$ cat src/rtl/seg7_pkg.sv
// Shared constants for the active-low 7-segment display path (bit 6 = a ... bit 0 = g).
// The display-side decoder and the scan capture receiver both use these patterns and codes.
package seg7_pkg;
  localparam logic [6:0] SEG_0     = 7'b0000001;
  localparam logic [6:0] SEG_1     = 7'b1001111;
  localparam logic [6:0] SEG_2     = 7'b0010010;
  localparam logic [6:0] SEG_3     = 7'b0000110;
  localparam logic [6:0] SEG_4     = 7'b1001100;
  localparam logic [6:0] SEG_5     = 7'b0100100;
  localparam logic [6:0] SEG_6     = 7'b0100000;
  localparam logic [6:0] SEG_7     = 7'b0001111;
  localparam logic [6:0] SEG_8     = 7'b0000000;
  localparam logic [6:0] SEG_9     = 7'b0000100;
  localparam logic [6:0] SEG_BLANK = 7'b1111111;

  localparam logic [3:0] CODE_BLANK   = 4'hF;
  localparam logic [3:0] CODE_INVALID = 4'hE;

  typedef enum logic [1:0] {
    ST_IDLE,
    ST_SETTLE,
    ST_COMMIT,
    ST_DWELL
  } scan_state_e;
endpackage

$ cat src/rtl/seg7_pattern_decoder.sv
// Combinational active-low segment pattern to 4-bit code decoder.
// Blank decodes to CODE_BLANK without error; anything unrecognised is CODE_INVALID with o_err set.
module seg7_pattern_decoder
  import seg7_pkg::*;
(
  input  logic [6:0] i_seg,
  output logic [3:0] o_code,
  output logic       o_err
);

  always_comb begin
    // NOTE: both outputs get a default before the case so no path leaves them unassigned (no latch).
    o_code = CODE_INVALID;
    o_err  = 1'b1;
    case (i_seg)
      SEG_0:     begin o_code = 4'd0;       o_err = 1'b0; end
      SEG_1:     begin o_code = 4'd1;       o_err = 1'b0; end
      SEG_2:     begin o_code = 4'd2;       o_err = 1'b0; end
      SEG_3:     begin o_code = 4'd3;       o_err = 1'b0; end
      SEG_4:     begin o_code = 4'd4;       o_err = 1'b0; end
      SEG_5:     begin o_code = 4'd5;       o_err = 1'b0; end
      SEG_6:     begin o_code = 4'd6;       o_err = 1'b0; end
      SEG_7:     begin o_code = 4'd7;       o_err = 1'b0; end
      SEG_8:     begin o_code = 4'd8;       o_err = 1'b0; end
      SEG_9:     begin o_code = 4'd9;       o_err = 1'b0; end
      SEG_BLANK: begin o_code = CODE_BLANK; o_err = 1'b0; end
      default:   ;
    endcase
  end

endmodule

$ cat src/rtl/seg7_scan_capture.sv
// Recovers digit codes from a multiplexed active-low 7-segment bus: waits for each pattern
// to settle, commits it into the slot selected by the anode, and emits one frame per full scan.
module seg7_scan_capture
  import seg7_pkg::*;
#(
  parameter int DIGITS        = 4,
  parameter int STABLE_CYCLES = 16
) (
  input  logic                clk,
  input  logic                rst,
  input  logic                capture_en,
  input  logic [DIGITS-1:0]   anode_n,
  input  logic [6:0]          display7,
  output logic [4*DIGITS-1:0] frame_value,
  output logic                frame_valid,
  output logic                frame_error,
  output logic [DIGITS-1:0]   digit_err
);

  localparam int               CNT_W   = $clog2(STABLE_CYCLES);
  localparam logic [CNT_W-1:0] CNT_MAX = CNT_W'(STABLE_CYCLES - 1);
  localparam logic [CNT_W-1:0] CNT_PRE = CNT_W'(STABLE_CYCLES - 2);

  logic [DIGITS-1:0]   r_s_an, r_p_an;
  logic [6:0]          r_s_seg, r_p_seg;
  logic [CNT_W-1:0]    r_cnt;
  scan_state_e         r_state, w_next_state;
  logic [DIGITS-1:0]   r_seen, r_slot_err;
  logic [4*DIGITS-1:0] r_slot_code;
  logic [DIGITS-1:0]   w_sel;
  logic [3:0]          w_dec_code;
  logic                w_dec_err, w_change, w_an_valid, w_settled, w_write, w_frame_done;

  always_ff @(posedge clk) begin
    // NOTE: state is updated with non-blocking assignments so every register samples pre-edge values.
    if (rst) begin
      r_s_an  <= '1;
      r_s_seg <= SEG_BLANK;
      r_p_an  <= '1;
      r_p_seg <= SEG_BLANK;
    end else begin
      r_s_an  <= anode_n;
      r_s_seg <= display7;
      r_p_an  <= r_s_an;
      r_p_seg <= r_s_seg;
    end
  end

  assign w_change     = (r_s_an != r_p_an) || (r_s_seg != r_p_seg);
  assign w_sel        = ~r_s_an;
  assign w_an_valid   = ($countones(w_sel) == 1);
  // The commit edge is the one on which cnt reaches STABLE_CYCLES-1; a change on that edge wins.
  assign w_settled    = (r_state == ST_SETTLE) && !w_change && (r_cnt == CNT_PRE) && capture_en;
  assign w_write      = w_settled && w_an_valid;
  assign w_frame_done = &r_seen;

  seg7_pattern_decoder u_decoder (
    .i_seg  (r_s_seg),
    .o_code (w_dec_code),
    .o_err  (w_dec_err)
  );

  always_ff @(posedge clk) begin
    if (rst || r_state == ST_IDLE || !capture_en || w_change) r_cnt <= '0;
    else if (r_cnt != CNT_MAX)                                r_cnt <= r_cnt + 1'b1;
  end

  always_ff @(posedge clk) begin
    if (rst) r_state <= ST_IDLE;
    else     r_state <= w_next_state;
  end

  always_comb begin
    w_next_state = r_state;
    case (r_state)
      ST_IDLE:   if (capture_en) w_next_state = ST_SETTLE;
      ST_SETTLE: if (w_settled)  w_next_state = ST_COMMIT;
      ST_COMMIT:                 w_next_state = ST_DWELL;
      ST_DWELL:  if (w_change)   w_next_state = ST_SETTLE;
      default:                   w_next_state = ST_IDLE;
    endcase
    if (!capture_en) w_next_state = ST_IDLE;
  end

  always_ff @(posedge clk) begin
    if (rst || r_state == ST_IDLE) begin
      r_seen      <= '0;
      r_slot_code <= '0;
      r_slot_err  <= '0;
    end else if (w_frame_done) begin
      r_seen <= '0;
    end else if (w_write) begin
      r_seen <= r_seen | w_sel;
      for (int i = 0; i < DIGITS; i++) begin
        if (w_sel[i]) begin
          r_slot_code[4*i +: 4] <= w_dec_code;
          r_slot_err[i]         <= w_dec_err;
        end
      end
    end
  end

  always_ff @(posedge clk) begin
    if (rst) begin
      frame_value <= '0;
      frame_valid <= 1'b0;
      frame_error <= 1'b0;
      digit_err   <= '0;
    end else begin
      frame_valid <= w_frame_done;
      if (w_frame_done) begin
        frame_value <= r_slot_code;
        digit_err   <= r_slot_err;
        frame_error <= |r_slot_err;
      end
    end
  end

endmodule
$ cat config.mk
export PLATFORM = sky130hd
export DESIGN_NAME = seg7_scan_capture
export DESIGN_NICKNAME = d
export VERILOG_FILES = /design/src/rtl/seg7_pkg.sv /design/src/rtl/seg7_pattern_decoder.sv /design/src/rtl/seg7_scan_capture.sv
export SDC_FILE = /design/constraint.sdc
export NUM_CORES = 1
export LEC_CHECK = 0
export CORE_MARGIN = 2
export CORE_UTILIZATION = 43
export DETAILED_ROUTE_END_ITERATION = 16
export PLACE_DENSITY = 0.73
export RECOVER_POWER = 100
export SLEW_MARGIN = 20
export SYNTH_ARGS = -nofsm -noshare
export SYNTH_HDL_FRONTEND = slang
export SYNTH_SLANG_ARGS = --single-unit
$ cat constraint.sdc
create_clock -name clk -period 2.8 [get_ports clk]
set_clock_uncertainty 0.1 [all_clocks]
set_input_delay 0.42 -clock clk [delete_from_list [all_inputs] [get_ports clk]]
set_output_delay 0.42 -clock clk [all_outputs]
set_load 0.005 [all_outputs]
==> impl_metrics.xml <==
<?xml version="1.0" encoding="UTF-8"?>
<metrics>
  <group name="status">
    <metric name="status" unit="">complete, but fails checks</metric>
    <metric name="violations_in_the_final_reports" unit="">setup timing</metric>
  </group>
  <group name="sta">
    <metric name="rsz0062_at_grt" unit="">yes</metric>
    <metric name="slew-limit-headroom" unit="%">39.8</metric>
    <metric name="minimum_clock_period" unit="ps">2900</metric>
    <metric name="finalSetupViolCount" unit="">20</metric>
    <metric name="fin_crit_sh" unit="%">103</metric>
    <metric name="worst-slew-pin-transition" unit="ps">902</metric>
    <metric name="final_report_hold_violation_count" unit="">0</metric>
    <metric name="worst_slack" unit="ps">-95.7</metric>
    <metric name="finalMaxSlewViolations" unit="">0</metric>
    <metric name="maxClockFrequency" unit="MHz">345</metric>
    <metric name="setup_total_negative_slack" unit="ps">-1000</metric>
  </group>
  <group name="global_routing">
    <metric name="antenna_found_initial" unit="">0</metric>
    <metric name="grt_start_max_net_pins" unit="">28</metric>
    <metric name="grt_overflow" unit="">0</metric>
    <metric name="grt_use_total" unit="%">17.3</metric>
    <metric name="first_global_vias" unit="">2267</metric>
    <metric name="wire_length_of_the_first_global_routing_pass" unit="mm">10.5</metric>
  </group>
  <group name="finish">
    <metric name="multi_input_area" unit="sq um">1550</metric>
    <metric name="seqCellArea" unit="sq um">1490</metric>
    <metric name="area_delta_synth_final" unit="%">25.1</metric>
    <metric name="diodes_inserted" unit="">0</metric>
    <metric name="most_frequent_cells_in_the_layout" unit="">72 x sky130_fd_sc_hd__dfxtp_1, 65 x sky130_fd_sc_hd__nand2_1, 27 x sky130_fd_sc_hd__a21oi_1, 23 x sky130_fd_sc_hd__dlygate4sd3_1, 22 x sky130_fd_sc_hd__or2_2</metric>
    <metric name="num-nets-final" unit="">407</metric>
    <metric name="final_common_cell" unit="">sky130_fd_sc_hd__dfxtp_1</metric>
    <metric name="fillCellCount" unit="">611</metric>
    <metric name="final-instance-count-excl-fill" unit="">486</metric>
    <metric name="fraction_of_layout_instances_using_a_drive_strength_above_1" unit="%">15.9</metric>
  </group>
  <group name="die">
    <metric name="chipHeight" unit="um">88.8</metric>
    <metric name="pin_count" unit="">36</metric>
    <metric name="die_extent_in_x" unit="um">88.8</metric>
    <metric name="floorplan.die_area" unit="sq um">7890</metric>
    <metric name="initial_utilization" unit="%">45.0</metric>
    <metric name="row_count" unit="">30</metric>
    <metric name="design.core.area" unit="sq um">6870</metric>
  </group>
  <group name="yosys">
    <metric name="synth_seq_cells" unit="">74</metric>
    <metric name="synth_async_sr_flop_share" unit="%">0</metric>
    <metric name="ys_seq_area_share" unit="%">47.9</metric>
    <metric name="syn_avg_cell_area" unit="sq um">8.91</metric>
    <metric name="edff_count_synth" unit="">0</metric>
    <metric name="synthCells" unit="">347</metric>
    <metric name="synth.cell_area" unit="sq um">3090</metric>
    <metric name="netlist-cell-type-count" unit="">46</metric>
    <metric name="ys.flop_type" unit="">sky130_fd_sc_hd__dfxtp_1</metric>
    <metric name="syn_nets" unit="">369</metric>
    <metric name="synth-warning-count" unit="">0</metric>
  </group>
  <group name="power_and_ir_drop">
    <metric name="vdd_ir_drop_max" unit="mV">0.396</metric>
    <metric name="power_density" unit="nW/um^2">558</metric>
    <metric name="leakage" unit="nW">1.54</metric>
  </group>
  <group name="drt">
    <metric name="detailroute.wirelength.met3" unit="um">266</metric>
    <metric name="viasPerCell" unit="">5.03</metric>
    <metric name="detail_route.wl_per_cell" unit="um">12.8</metric>
    <metric name="drt-pass1-iter-count" unit="">4</metric>
    <metric name="wl_met1" unit="mm">2.97</metric>
    <metric name="ant_nets" unit="">0</metric>
    <metric name="routed_wire_length" unit="mm">6.20</metric>
    <metric name="drt_iter0_markers" unit="">132</metric>
    <metric name="dr.max_layer_used" unit="">met4</metric>
    <metric name="post-route-drc-count" unit="">0</metric>
    <metric name="dr_total_vias" unit="">2447</metric>
    <metric name="met2_wirelength" unit="mm">2.86</metric>
  </group>
  <group name="min_path">
    <metric name="worstHoldPathType" unit="">reg -&gt; reg</metric>
    <metric name="hold-path-endpoint" unit="">frame_value[13]$_SDFFE_PP0P_</metric>
    <metric name="hold_start" unit="">frame_value[13]$_SDFFE_PP0P_</metric>
    <metric name="holdPathStages" unit="">2</metric>
  </group>
  <group name="critical_path">
    <metric name="worstReg2RegStart" unit="">r_s_an[0]$_SDFF_PP1_</metric>
    <metric name="crit_type" unit="">reg -&gt; reg</metric>
    <metric name="crit_arrival" unit="ps">2990</metric>
    <metric name="worst-endpoint-required" unit="ps">2890</metric>
    <metric name="r2r_setup_slack" unit="ps">-100</metric>
    <metric name="worstPathMaxFanout" unit="">6</metric>
    <metric name="worst_setup_path_end_kind" unit="">register</metric>
    <metric name="timing.critical_path.from" unit="">r_s_an[0]$_SDFF_PP1_</metric>
    <metric name="r2r_cells" unit="">11</metric>
    <metric name="crit-reg2reg-capture" unit="">r_slot_code[13]$_SDFFE_PP0P_</metric>
    <metric name="setup.worst_path.start_class" unit="">register</metric>
  </group>
  <group name="clock_tree">
    <metric name="cts_tree" unit="">built</metric>
    <metric name="htree_levels" unit="">3</metric>
    <metric name="cts_hold_buffers" unit="">0</metric>
    <metric name="root_buffer" unit="">sky130_fd_sc_hd__clkbuf_8</metric>
    <metric name="cts_made_buffers" unit="">9</metric>
    <metric name="max-clock-path-buffers" unit="">2</metric>
    <metric name="clk-insertion-delay-late" unit="ps">350</metric>
    <metric name="cts.sink_count" unit="">74</metric>
    <metric name="clkSlewWorstSetupHoldPaths" unit="ps">80</metric>
  </group>
  <group name="run">
    <metric name="max-cap-violations" unit="">0</metric>
  </group>
  <group name="place">
    <metric name="placed_cells_incl_taps" unit="">468</metric>
    <metric name="port-buffer-count" unit="">35</metric>
    <metric name="place_hpwl" unit="mm">4.27</metric>
    <metric name="gp_congestion" unit="">0.780</metric>
  </group>
</metrics>
[power breakdown]
group | leakage [nW] | switching, W | internal (W) | total (W)
Combinational | 0.831 | 0.0000662 | 0.0000695 | 0.000136
Clock | 0.111 | 0.000423 | 0.000510 | 0.000933
Sequential | 0.602 | 0.0000223 | 0.00107 | 0.00109
[kinds of logic (layout without fill, tap and decap cells)]
| family | count (synthesis) | count (layout) | share of synthesized area (%) |
|---|---|---|---|
| mux | 17 | 17 | 5.50 |
| simple gates | 154 | 154 | 25.3 |
| fa+ha+maj | 8 | 8 | 3.48 |
| buf+inv | 28 | 71 | 3.60 |
| compound gates | 53 | 53 | 10.6 |
| flops | 74 | 74 | 47.9 |
| xor+xnor | 13 | 13 | 3.68 |
[synthesized netlist by cell type (all sizes together) (3+ instances only)]
library cell  number  area share [%]
nand4              6             1.2
nand3             11             1.8
nand2b             8             1.6
dfxtp             74              48
buf                3            0.57
inv                6            0.73
nor2              18             2.2
ha                 7             2.8
nand2             66             8.1
mux2i             17             5.5
o21ai              6            0.97
nor3b              4            0.97
nor3               6            0.97
a211oi             4            0.97
nor4               3             1.1
o211ai             3            0.73
clkbuf            19             2.3
xnor2             12             3.4
or2               22             4.4
a21oi             27             4.4
[worst max-delay path, cell delays in order (launching register included)]
cell and delay [ps]:
sky130_fd_sc_hd__dfxtp_4 350, sky130_fd_sc_hd__fa_1 530, sky130_fd_sc_hd__inv_1 40, sky130_fd_sc_hd__ha_2 170, sky130_fd_sc_hd__ha_4 210, sky130_fd_sc_hd__nor3b_2 190
sky130_fd_sc_hd__or4b_4 490, sky130_fd_sc_hd__nor4_4 160, sky130_fd_sc_hd__buf_6 170, sky130_fd_sc_hd__buf_12 110, sky130_fd_sc_hd__nand2b_4 80, sky130_fd_sc_hd__mux2i_1 130
[registers in the layout, summed over array words and instances (netlist names), 4 cells and up]
| register | cells |
|---|---|
| r_slot_code | 16 |
| r_s_an | 4 |
| r_p_seg | 7 |
| r_p_an | 4 |
| digit_err | 4 |
| r_seen | 4 |
| r_s_seg | 7 |
| frame_value | 16 |
| r_slot_err | 4 |
| r_cnt | 4 |
[worst max-delay path by stage]
stage,to,depth (start not counted),slack (ps)
floorplan,r_slot_code[0]$_SDFFE_PP0P_,10,-160
global placement,r_slot_code[0]$_SDFFE_PP0P_,10,-190
detailed placement,r_slot_code[0]$_SDFFE_PP0P_,10,-230
CTS,r_slot_code[0]$_SDFFE_PP0P_,10,-100
global route,r_slot_code[3]$_SDFFE_PP0P_,10,-220
finish,r_slot_code[13]$_SDFFE_PP0P_,11,-100
[through the flow]
stage	hold WS (ps)	area (sq um)	setup slack, ps	power, W	util (%)
final	354	3870	-95.7	0.00216	56.3
after global routing	371	3870	-217	0.00223	56.3
after CTS	359	3830	-101	0.00218	55.7
after detailed placement	348	3590	-226	0.00125	52.3
after global placement	346	3590	-186	0.00125	52.3
after floorplan	332	3120	-159	0.00120	-
[layer usage]
metal  track usage (%)  vias up
li1                  -     1255
met1              23.1     1135
met2              26.7       44
met3              3.36       13
met4              8.68        0
met5                 0        -
[what timing repair did]
item,CTS,global route
hold endpoints to repair,0,0
resized for setup,4,4
cloned,0,0
pin swaps,4,0
setup endpoints to repair,20,20
buffers inserted,0,2
[layout make-up]
class,instances,area share [%]
Sequential cell,74,38.5
Timing Repair Buffer,49,12.0
Clock buffer,9,3.20
Inverter,6,0.582
Tap cell,96,3.10
Clock inverter,7,2.59
Multi-Input combinational cell,245,40.1
Note: power is estimated with default switching activity, not from simulation.
